==> config.mk <==
export PLATFORM = sky130hd
export DESIGN_NAME = servo_pwm_bank
export DESIGN_NICKNAME = d
export VERILOG_FILES = /design/src/rtl/servo_pwm_bank.sv
export SDC_FILE = /design/constraint.sdc
export NUM_CORES = 1
export LEC_CHECK = 0
export BUFFER_PORTS_ARGS = -buffer_cell sky130_fd_sc_hd__buf_2
export CAP_MARGIN = 20
export CORE_MARGIN = 3
export CORE_UTILIZATION = 25
export CTS_BUF_LIST = sky130_fd_sc_hd__clkbuf_8
export CTS_CLUSTER_DIAMETER = 150
export DETAILED_ROUTE_END_ITERATION = 8
export SETUP_SLACK_MARGIN = 0.5
export SLEW_MARGIN = 10
export SYNTH_ARGS = -nofsm -noshare
export SYNTH_HDL_FRONTEND = slang
export SYNTH_SLANG_ARGS = --single-unit
==> constraint.sdc <==
create_clock -name CLK -period 14 [get_ports CLK]
set_input_delay 0.7 -clock CLK [delete_from_list [all_inputs] [get_ports CLK]]
set_output_delay 0.7 -clock CLK [all_outputs]
set_load 0.02 [all_outputs]
==> src/rtl/servo_pwm_bank.sv <==
// Multi-channel servo PWM generator: one shared frame counter, per-channel
// compare that slews toward a loaded target by at most STEP counts per frame.
module servo_pwm_bank #(
   parameter int unsigned CHANNELS = 2,
   parameter int unsigned CW       = 10,
   parameter int unsigned PERIOD   = 976,
   parameter int unsigned STEP     = 1,
   parameter int unsigned INIT_CCR = 82
) (
   input  logic                   CLK,
   input  logic                   RST,
   input  logic [CHANNELS*CW-1:0] target,
   input  logic [CHANNELS-1:0]    load,
   output logic [CHANNELS-1:0]    pwm,
   output logic                   frame,
   output logic [CHANNELS-1:0]    settled
);

   localparam logic [CW-1:0] CNT_MAX = CW'(PERIOD - 1);
   localparam logic [CW-1:0] CCR_RST = CW'(INIT_CCR);
   localparam logic [CW-1:0] STEP_CW = CW'(STEP);

   logic [CW-1:0] cnt;
   logic [CW-1:0] cnt_next;
   logic          boundary_c;

   logic [CW-1:0] pending      [CHANNELS];
   logic [CW-1:0] active       [CHANNELS];
   logic [CW-1:0] pending_next [CHANNELS];
   logic [CW-1:0] active_next  [CHANNELS];

   // Targets beyond the last count would mean "always high"; clamp them.
   function automatic logic [CW-1:0] clamp(input logic [CW-1:0] t);
      return (t > CNT_MAX) ? CNT_MAX : t;
   endfunction

   // STEP is only narrowed to CW bits on the path where it is smaller than diff.
   function automatic logic [CW-1:0] slew(input logic [CW-1:0] a,
                                          input logic [CW-1:0] p);
      logic [CW-1:0] diff;
      diff = (p > a) ? (p - a) : (a - p);
      if (STEP == 0 || 32'(diff) <= STEP) begin
         return p;
      end
      return (p > a) ? (a + STEP_CW) : (a - STEP_CW);
   endfunction

   always_comb begin
      boundary_c = (cnt == CNT_MAX);
      cnt_next   = boundary_c ? '0 : cnt + CW'(1);
   end

   // Boundary update uses the pending value from before this edge.
   always_comb begin
      for (int i = 0; i < CHANNELS; i++) begin
         pending_next[i] = load[i] ? clamp(target[i*CW +: CW]) : pending[i];
         active_next[i]  = boundary_c ? slew(active[i], pending[i]) : active[i];
      end
   end

   always_ff @(posedge CLK or posedge RST) begin
      if (RST) begin
         cnt     <= CNT_MAX;
         frame   <= 1'b0;
         pwm     <= '0;
         settled <= '1;
         for (int i = 0; i < CHANNELS; i++) begin
            pending[i] <= CCR_RST;
            active[i]  <= CCR_RST;
         end
      end else begin
         cnt   <= cnt_next;
         frame <= boundary_c;
         for (int i = 0; i < CHANNELS; i++) begin
            pending[i] <= pending_next[i];
            active[i]  <= active_next[i];
            pwm[i]     <= (cnt_next < active_next[i]);
            settled[i] <= (active_next[i] == pending_next[i]);
         end
      end
   end

endmodule

==> results.md, run 1 <==
- CTS Buf Count: 5
- Finished layout cell area: 7040 um2
- Mux cell area share after synthesis: 2.17%
- Post-CTS setup-driven buffer insertion count: 0
- Synth Area in Simple Gates: between 10% and 20%
- Slew @ Worst Pin: a little over 0.8 ns
- Multi-input logic area: 4640 um2
- Leading area contributor after synthesis: ha_1
- GRT Max-Usage Layer: met2
- EDFF count, synth: 0
- Layout cell share with drive strength beyond 1: about an eighth
- Htree depth: 2
- Post-synth ARST share: 100%
- Total Die Area: around 28000 um2
- PnR worst setup slack: roughly 8.3 ns
- I/O pins: 29
- Post-route ant nets: 0
- Ys Warns: 0
- Antenna cells: 0
- Switching Fraction: a little under 40%
- Final number of setup-violating endpoints: 0
- Syn Inst Count: about 800
- Tcrit/Tclk final: about two fifths
- Initial DRC count: around 430
- Leakage dissipation: approximately 3 nW
- Die Ht: about 170 um
- Die Width: roughly 170 um
- # DRC: 0
- CTS root buffer: clkbuf_8
- Maximum capacitance violations: 0
- Worst Setup Start Kind: flip-flop
- Area grow syn2layout: 8.02%
- FF+latch count, synth: between 50 and 60
- Global routing usage on met3: ~1.6%
- RSZ-0062 raised after global routing: false
- Cell Int Power: ~0.00027 W
- Cts repair resizes: 0
- Combinational power share: between 30% and 40%
- Synth cell types: 86
- Syn Nets: 905
- Average size of a mapped cell: 8.13 um2
- Nets: 914
- WL final: between 15000 and 20000 um
- Most common cell after layout, fill and taps aside: inv_1
- Core area: between 20000 and 30000 um2
- Clock Power Share: 22.3%
- Switching power: 0.000174 W
- Setup tns final: 0 ns
- Final slew viol count: 0
- Fillcell total: about 2.8k
- Clock Latency Late Sink: around 0.36 ns
- Clk sinks: 55
- Pre-Repair DR Iteration Count: 5
- Register area: ~1400 um2
- DR WL/cell: around 16 um
- Vias in the first global route: between 5k and 6k
- Worst EP required: 14.27 ns
- Grt ovf: 0
- Commonest cells after routing, fill and taps aside: inv_1, ha_1, nor2_1
- Post-DP HPWL: roughly 15000 um
- Min-Delay Path Class: in2async
- Peak VDD IR: 0.0365 mV
- Critical Path End Type: flip-flop
- Vias/cell: 5.20
- Met1 Usage GRT: 18.8%
- CTS tree: done
- Synth Area in Adders: about 16%
- Clock Skew: 0.0376 ns
- Count of input and output buffers: 28
- Hold-fix buffer count after cts: 0
- Area contributors post-synth: ha_1, dfrtp_1, dfstp_2, inv_1, xnor2_1
- Initial Utilization: 25.7%
- Top FF cell, synth: dfrtp_1
- Slew headroom: 44.5%
- CP Max Fanout: 13
- DP Worst Slack: between 8 and 9 ns
- Status: finished, final reports clean
- GRT Total Usage: approximately 13%
- Row count: a little under 60
- Xor/xnor cell area share of the yosys netlist: 6.98%
- Antenna violations before repair: 0
- Largest net degree at the start of global routing: 56
- Crit path kind: reg2reg
- Final hold violation count: 0
- Sequential area share after synthesis: ~22%
- Via count: roughly 5.9k
- GPL Wtd Cong: between 0.8 and 0.9
- Crit path DAT: between 5 and 6 ns
- Placement Cell Area: approximately 7000 um2
- FMAX: approximately 180 MHz
- Clk slew on worst S/H paths: roughly 0.14 ns
- Pwr dens: 62.4 nW/um2
- Top-area cell type share of the netlist area: about 14%
- Synth Cell Area: 6520 um2
- Clock Path Buffers: 2
- Tmin final: 5.67 ns
- Largest family of logic cells by synthesized area: compound AO/OA/AOI/OAI gates
- Compound-Gate Fraction of Synth Area: between 20% and 30%
- Reg power frac: ~39%
- Met2 Resource Use GR: approximately 22%
- Global-route wire length before repair: 31000 um
==> worst paths after layout <==
path,from,endpoint,slack [ns],depth (start not counted)
worst max-delay path,pending[4],pwm[1],8.33,23
worst min-delay path,RST,pending[0],0.54,3
worst max register to register,pending[4],pwm[1],8.33,23
worst min register to register,active[6],active[6],0.58,2
max in group asynchronous,RST,pwm[1],12.94,3
min in group CLK,active[6],active[6],0.58,2
==> per-layer routing <==
layer  part of all wire [%]  vias to the layer above
met5                      0                        -
met1                     48                     2866
li1                       -                     2917
met4                    1.7                        0
met3                    3.9                       19
met2                     46                      134
==> Yosys cell counts, types with 4 or more instances <==
cell type and n:
inv_1 86, ha_1 73, nor2_1 63, a21oi_1 61, o21ai_0 47, nand2_1 41, xnor2_1 35, dfrtp_1 33
nand3_1 32, dfstp_2 22, nor3_1 20, a21o_1 18, xor2_1 17, nor2b_1 16, a211oi_1 15, clkbuf_1 15
nand4_1 15, and3_1 10, buf_2 8, mux2_2 7, nand2b_1 7, nor4_1 7, o21ai_1 7, o21bai_1 7
fa_1 6, o31a_1 6, or3_1 6, and2_1 5, buf_4 5, o211ai_1 5, o22ai_1 5, o31ai_1 5
mux2i_1 4, nor3b_1 4, o2111a_1 4, o21a_1 4
==> layout make-up <==
| cell class | instances | share of cell area [%] |
|---|---|---|
| Inverter | 87 | 4.64 |
| Multi-Input combinational cell | 630 | 65.9 |
| Sequential cell | 55 | 19.9 |
| Tap cell | 330 | 5.86 |
| Clock buffer | 5 | 0.977 |
| Timing Repair Buffer | 32 | 2.42 |
| Clock inverter | 3 | 0.284 |
==> worst max-delay path, stage by stage (launching register included) <==
cell and delay [ns]:
dfstp_2 0.56, inv_1 0.07, ha_1 0.48, a21o_1 0.29, a221oi_2 0.34, nor2_1 0.12, o41ai_4 0.74, o2111ai_2 0.23
nor4_2 0.59, nor2_1 0.32, a21oi_1 0.28, a21oi_1 0.12, inv_1 0.08, ha_1 0.23, a21oi_1 0.14, nor2b_1 0.05
o21ai_0 0.15, nand2b_1 0.07, a21oi_1 0.14, nor2b_1 0.06, o21ai_0 0.15, nand2b_1 0.07, a21oi_1 0.14, o31a_1 0.14
==> power groups by stage <==
stage | logic [W] | registers [W] | clock network, W
after global placement | 0.000165 | 0.000175 | 0
final | 0.000169 | 0.000173 | 0.0000981
after global routing | 0.000188 | 0.000174 | 0.000109
after floorplan | 0.000130 | 0.000173 | 0
after CTS | 0.000168 | 0.000173 | 0.000103
after detailed placement | 0.000167 | 0.000175 | 0
==> sequential cells by signal (all words and copies together), names as in the netlist <==
signal and cells:
cnt 10, active 20, frame 1, pwm 2, settled 2, pending 20
==> kinds of logic (layout without fill, tap and decap cells) <==
logic type,after synthesis,in the layout
DFF,55,55
muxes,12,12
and+or+nand+nor,247,247
adders and majority gates,79,79
AOI/OAI and AO/OA,240,240
buffers and inverters,117,127
xor gates and xnor gates,52,52
==> per-stage QoR <==
| step | total power (W) | util [%] | cells | hold slack, ns |
|---|---|---|---|---|
| final | 0.000440 | 27.7 | 1142 | 0.544 |
| after global routing | 0.000470 | 27.7 | 1142 | 0.610 |
| after CTS | 0.000443 | 27.7 | 1142 | 0.566 |
| after detailed placement | 0.000342 | 27.4 | 1134 | 0.560 |
| after global placement | 0.000340 | 27.4 | 1134 | 0.558 |
| after floorplan | 0.000304 | - | 802 | 0.513 |
Power figures use the tool's default switching activity.
==> inputs of run 2 (changes only) <==
==> constraint.sdc (replaced) <==
create_clock -name CLK -period 5.03 [get_ports CLK]
set_input_delay 0.2515 -clock CLK [delete_from_list [all_inputs] [get_ports CLK]]
set_output_delay 0.2515 -clock CLK [all_outputs]
set_load 0.02 [all_outputs]
==> run 2 against run 1 <==
  * Worst hold slack worse by 0.45 ns
  * Cell area up 14%
  * Maximum frequency up 21%
  * Clock power rose to 2.7 times the previous value
  * Register-to-register slack worse by 8.0 ns
  * Critical path type unchanged
==> results.md, run 2 (synthesis gave the netlist of run 1 again) <==
- Tcrit/Tclk final: 93.1% (+53 points)
- CTS tree: done
- Worst Setup Start Kind: flip-flop
- Largest net degree at the start of global routing: 56 (unchanged)
- Clk sinks: 55 (unchanged)
- Worst path cell trace: inv_2 > ha_4 > inv_2 > fa_2 > a21o_1 > a221oi_2 > nor2_2 > o41ai_4 > buf_6 > buf_6 > ha_4 > a21o_1 > a211oi_2 > o21ai_1 > o311ai_2 > o21ai_1 > xnor2_1 > or3_1 > a21oi_2 > a211oi_4 > ha_1 > nand4_1 > o31a_1
- Post-Layout Cell Count: 1217 (+6.6%)
- Die Ht: 168 um (unchanged)
- RSZ-0062 raised after global routing: true
- Initial Utilization: 25.7% (unchanged)
- Maximum capacitance violations: 0 (unchanged)
- Final number of setup-violating endpoints: 0 (unchanged)
- CTS Buf Count: 5 (unchanged)
- Hold-fix buffer count after cts: 0 (unchanged)
- Die Width: 168 um (unchanged)
- Switching Fraction: 39.0% (-0.50 points)
- Status: finished, final reports clean
- Final hold violation count: 0 (unchanged)
- Tmin final: 4.68 ns (-0.985 ns)
- Grt ovf: 0 (unchanged)
- Clock Latency Late Sink: 0.32 ns (-0.04 ns)
- Pre-Repair DR Iteration Count: 5 (unchanged)
- WL final: 20100 um (+7.5%)
- Htree depth: 2 (unchanged)
- CTS root buffer: clkbuf_8
- Most common cell after layout, fill and taps aside: inv_1
- Critical Path End Type: flip-flop
- Row count: 58 (unchanged)
- Largest regs: active x20, pending x20, cnt x10
- Met1 Usage GRT: 19.0% (+0.27 points)
- Multi-input logic area: 5080 um2 (+9.5%)
- Register area: 1410 um2 (about the same)
- Crit path kind: reg2reg
- GPL Wtd Cong: 0.959 (+10%)
- Fillcell total: 2637 (-5.1%)
- Vias in the first global route: 6104 (+4.4%)
- Post-Place Cells: 1165 (+2.7%)
- Post-DP HPWL: 15300 um (+5.2%)
- Slew headroom: 44.7% (+0.22 points)
- Global routing usage on met3: 1.04% (-0.59 points)
- Setup tns final: 0 ns (unchanged)
- Global-route wire length before repair: 31800 um (+2.6%)
- Via count: 6291 (+6.0%)
- Slowest-stage cell, CP: dfrtp_1
- FMAX: 214 MHz (+21%)
- Peak VDD IR: 0.102 mV (+180%)
- Nets: 989 (+8.2%)
- Met2 Resource Use GR: 22.1% (+0.070 points)
- DR WL/cell: 16.5 um (+0.83%)
- Vias/cell: 5.17 (-0.55%)
- Total Die Area: 28100 um2 (unchanged)
- Crit path DAT: 4.89 ns (-1.05 ns)
- GRT Total Usage: 13.7% (+0.20 points)
- I/O pins: 29 (unchanged)
- Switching power: 0.000523 W (+200%)
- Antenna cells: 0 (unchanged)
- Post-route ant nets: 0 (unchanged)
- Slew @ Worst Pin: 0.822 ns (+0.000372 ns)
- Worst EP required: 5.24 ns (-9.03 ns)
- Clock Power Share: 19.9% (-2.4 points)
- Cell Int Power: 0.000817 W (+210%)
- Initial DRC count: 380 (-11%)
- Core area: 25400 um2 (unchanged)
- CP Max Fanout: 6 (-7)
- GRT Max-Usage Layer: met2
- Antenna violations before repair: 0 (unchanged)
- Final slew viol count: 0 (unchanged)
- Pwr dens: 166 nW/um2 (+170%)
- Count of input and output buffers: 28 (unchanged)
- Clock Skew: 0.0110 ns (-0.0266 ns)
- # DRC: 0 (unchanged)
- Min-Delay Path Class: in2async
- Util after Layout: 31.7% (+4.0 points)
- Area grow syn2layout: 23.7%
- Clock Path Buffers: 2 (unchanged)
- Layout cell share with drive strength beyond 1: 29.2% (+17 points)
- Leakage dissipation: 3.36 nW (+15%)
- Reg power frac: 35.6% (-3.6 points)
- CP peak stage delay: 0.41 ns (-0.33 ns)
- Commonest cells after routing, fill and taps aside: inv_1, buf_4, nor2_1
- Combinational power share: 44.5% (+6.1 points)
- Clk slew on worst S/H paths: 0.11 ns (-0.03 ns)
==> run 2: what timing repair did <==
action	CTS	global route
endpoints found under the setup margin	4	4
buffers inserted	29	15
pin swaps	27	40
gates resized for setup	54	41
==> run 2: power by group through the flow <==
stage               Sequential, W  Combinational [W]  Clock [W]
CTS                      0.000477           0.000546   0.000277
global route             0.000479           0.000651   0.000286
finish                   0.000477           0.000597   0.000266
global placement         0.000485           0.000488          0
floorplan                0.000482           0.000366          0
detailed placement       0.000486           0.000490          0
==> run 2: layout make-up <==
type	instances	share of cell area [%]
clock inverter	3	0.233
tap	330	5.12
multi-input combinational	630	63.0
sequential	55	17.4
inverter	87	4.05
timing repair buffer	107	9.28
clock buffer	5	0.853
==> run 2: worst paths after layout <==
kind                       slack [ns]  cells past startpoint           to        from
setup / recovery                 0.35                     23       pwm[1]  pending[0]
hold / removal                   0.09                      3   pending[3]         RST
setup reg to reg                 0.35                     23       pwm[1]  pending[0]
hold reg to reg                  0.59                      2       cnt[8]      cnt[8]
max in group asynchronous        4.43                      3        frame         RST
min in group CLK                 0.22                      3  pending[16]   target[6]
==> run 2: routing by layer <==
layer  wire length, um  up-vias
met5                 0        -
met4               586        0
met3               706       36
met2              9440      154
met1              9360     3036
li1                  -     3065
==> run 2: per-stage QoR <==
| stage | instance area, um2 | total power, W | hold WS [ns] | setup slack [ns] |
|---|---|---|---|---|
| 6_report | 8060 | 0.00134 | 0.0946 | 0.346 |
| 5_1_grt | 8060 | 0.00142 | 0.167 | 0.0289 |
| 4_1_cts | 7770 | 0.00130 | 0.148 | 0.328 |
| 3_5_place_dp | 7230 | 0.000975 | 0.512 | 0.00413 |
| 3_3_place_gp | 7230 | 0.000973 | 0.506 | 0.0494 |
| 2_1_floorplan | 6560 | 0.000848 | 0.400 | 0.373 |
==> run 2: worst max-delay path, delay by kind of cell, from the launching register on <==
kind            cells  cell delay, ns
xor+xnor            1            0.16
fa+ha+maj           4            1.02
simple gates        3            0.56
flops               1            0.41
buf+inv             4            0.40
compound gates     11            1.99
==> inputs of run 3 (changes only) <==
--- a/config.mk
+++ b/config.mk
@@ -7,6 +7,7 @@
 export LEC_CHECK = 0
 export BUFFER_PORTS_ARGS = -buffer_cell sky130_fd_sc_hd__buf_2
 export CAP_MARGIN = 20
+export CORE_ASPECT_RATIO = 1.25
 export CORE_MARGIN = 3
 export CORE_UTILIZATION = 25
 export CTS_BUF_LIST = sky130_fd_sc_hd__clkbuf_8
==> run 3 against run 2 <==
  * Setup slack worse by 0.0034 ns
  * Global-route usage increased by 0.19 points
  * Flip-flop and latch count unchanged
  * First-iteration DRC count is 12% higher
  * Largest cell class unchanged
  * Highest routed layer unchanged
==> results.md, run 3 (synthesis gave the netlist of run 1 again) <==
- Global-route wire length before repair: 31600 um (-0.76%)
- Largest net degree at the start of global routing: 56 (unchanged)
- Slew @ Worst Pin: 0.752 ns (-0.0702 ns)
- Final number of setup-violating endpoints: 0 (unchanged)
- Clk sinks: 55 (unchanged)
- Row count: 65 (+12%)
- Peak VDD IR: 0.103 mV (+0.96%)
- Util after Layout: 31.4% (-0.35 points)
- Post-DP HPWL: 15300 um (-0.54%)
- Worst EP required: 5.32 ns (+0.08 ns)
- Post-Layout Cell Count: 1219 (+0.16%)
- Hold-fix buffer count after cts: 0 (unchanged)
- Slew headroom: 49.9% (+5.1 points)
- Crit path kind: reg2reg
- Clock Skew: 0.0140 ns (+0.00298 ns)
- Clock Power Share: 23.6% (+3.7 points)
- Clk slew on worst S/H paths: 0.12 ns (about the same)
- Final slew viol count: 0 (unchanged)
- Most common cell after layout, fill and taps aside: inv_1
- Most used cell, CP: nor2_1
- Die Ht: 187 um (+11%)
- PnR worst setup slack: 0.343 ns (-0.00344 ns)
- Min-Delay Path Class: in2async
- Worst Setup Start Kind: flip-flop
- Switching power: 0.000520 W (-0.40%)
- DP Worst Slack: 0.0935 ns (+0.0893 ns)
- Final hold violation count: 0 (unchanged)
- Pre-Repair DR Iteration Count: 5 (unchanged)
- Setup tns final: 0 ns (unchanged)
- Status: finished, final reports clean
- Initial Utilization: 25.6% (-0.057 points)
- Antenna cells: 0 (unchanged)
- Antenna violations before repair: 0 (unchanged)
- Cell count of the worst reg-to-reg path: 26 (+13%)
- GPL Wtd Cong: 0.912 (-4.9%)
- Commonest cells after routing, fill and taps aside: inv_1, buf_4, ha_1
- Reg power frac: 34.7% (-0.9 points)
- Maximum capacitance violations: 0 (unchanged)
- WL final: 19900 um (-1.0%)
- Post-Place Cells: 1176 (+0.94%)
- Leakage dissipation: 3.35 nW (-0.32%)
- Vias in the first global route: 6121 (+0.28%)
- CTS root buffer: clkbuf_8
- Crit-path leading delay family: compound AO/OA/AOI/OAI gates
- Via count: 6256 (-0.56%)
- CP Max Fanout: 5 (-1)
- Area grow syn2layout: 22.6%
- Core area: 25500 um2 (+0.22%)
- Die Width: 150 um (-10%)
- CP peak stage delay: 0.40 ns (about the same)
- Count of input and output buffers: 28 (unchanged)
- I/O pins: 29 (unchanged)
- Min Hold Slack: 0.103 ns (+0.00845 ns)
- CTS Buf Count: 5 (unchanged)
- Switching Fraction: 37.9% (-1.1 points)
- # DRC: 0 (unchanged)
- Slowest-stage cell, CP: dfrtp_1
- Clock Latency Late Sink: 0.34 ns (+0.02 ns)
- CTS tree: done
- Cell Int Power: 0.000853 W (+4.5%)
- Nets: 986 (-0.30%)
- Htree depth: 2 (unchanged)
- Clock Path Buffers: 2 (unchanged)
- Grt ovf: 0 (unchanged)
- Largest regs: active x20, pending x20, cnt x10
- Combinational power share: 41.8% (-2.7 points)
- Tcrit/Tclk final: 93.2% (about the same)
- Layout cell share with drive strength beyond 1: 27.3% (-1.9 points)
- Worst path depth: 26 (+13%)
- RSZ-0062 raised after global routing: true
- Post-route ant nets: 0 (unchanged)
- FMAX: 213 MHz (about the same)
- Crit path DAT: 4.98 ns (+0.09 ns)
- DR WL/cell: 16.3 um (-1.2%)
- GRT Total Usage: 13.9% (+0.19 points)
- Initial DRC count: 424 (+12%)
- Worst Path Buf+Inv: 3 (-1)
- Total Die Area: 28100 um2 (about the same)
- Pwr dens: 172 nW/um2 (+3.5%)
- Critical Path End Type: flip-flop
- Vias/cell: 5.13 (-0.72%)
- Tmin final: 4.69 ns (+0.00344 ns)
[run 3: per-layer routing]
| layer | GRT usage, % | share of wire (%) |
|---|---|---|
| met1 | 17.2 | 42 |
| met2 | 24.7 | 52 |
| met3 | 1.85 | 3.3 |
| met4 | 4.15 | 2.5 |
| met5 | 0 | 0 |
[run 3: power by group through the flow]
stage / combinational (W) / clock [W] / sequential (W)
after global routing: 0.000630 / 0.000351 / 0.000478
after CTS: 0.000522 / 0.000332 / 0.000476
after detailed placement: 0.000496 / 0 / 0.000485
final: 0.000574 / 0.000324 / 0.000476
after global placement: 0.000496 / 0 / 0.000484
after floorplan: 0.000366 / 0 / 0.000482
[run 3: cell type report]
type	instances	area, um2
sequential	55	1410
inverter	87	327
multi-input combinational	630	5000
tap	335	419
clock inverter	3	42.5
fill	2667	17500
timing repair buffer	104	726
clock buffer	5	68.8
[run 3: stage by stage]
step / power [W] / cell area (um2)
2_1_floorplan: 0.000848 / 6560
6_report: 0.00137 / 7990
3_3_place_gp: 0.000981 / 7280
3_5_place_dp: 0.000981 / 7280
5_1_grt: 0.00146 / 7990
4_1_cts: 0.00133 / 7570
[run 3: final timing paths]
path	start	to	slack, ns
setup reg to reg	pending[0]	pwm[1]	0.34
hold reg to reg	pending[9]	pending[9]	0.58
hold / removal	RST	frame	0.10
max in group asynchronous	RST	active[0]	4.42
setup / recovery	pending[0]	pwm[1]	0.34
min in group CLK	target[17]	pending[7]	0.19
[run 3: repair_timing]
item                                    4_1_cts  5_1_grt
endpoints found under the setup margin        4        4
resized for setup                            13       65
buffers inserted                             18       17
pin swaps                                    19       59
[run 3: worst register-to-register path, delay by kind of cell, from the launching register on]
kind,cells,cell delay [ns]
adders and majority gates,4,0.99
buffers and inverters,3,0.30
and+or+nand+nor,7,0.61
DFF,1,0.40
AOI/OAI and AO/OA,11,2.16
xor gates and xnor gates,1,0.19
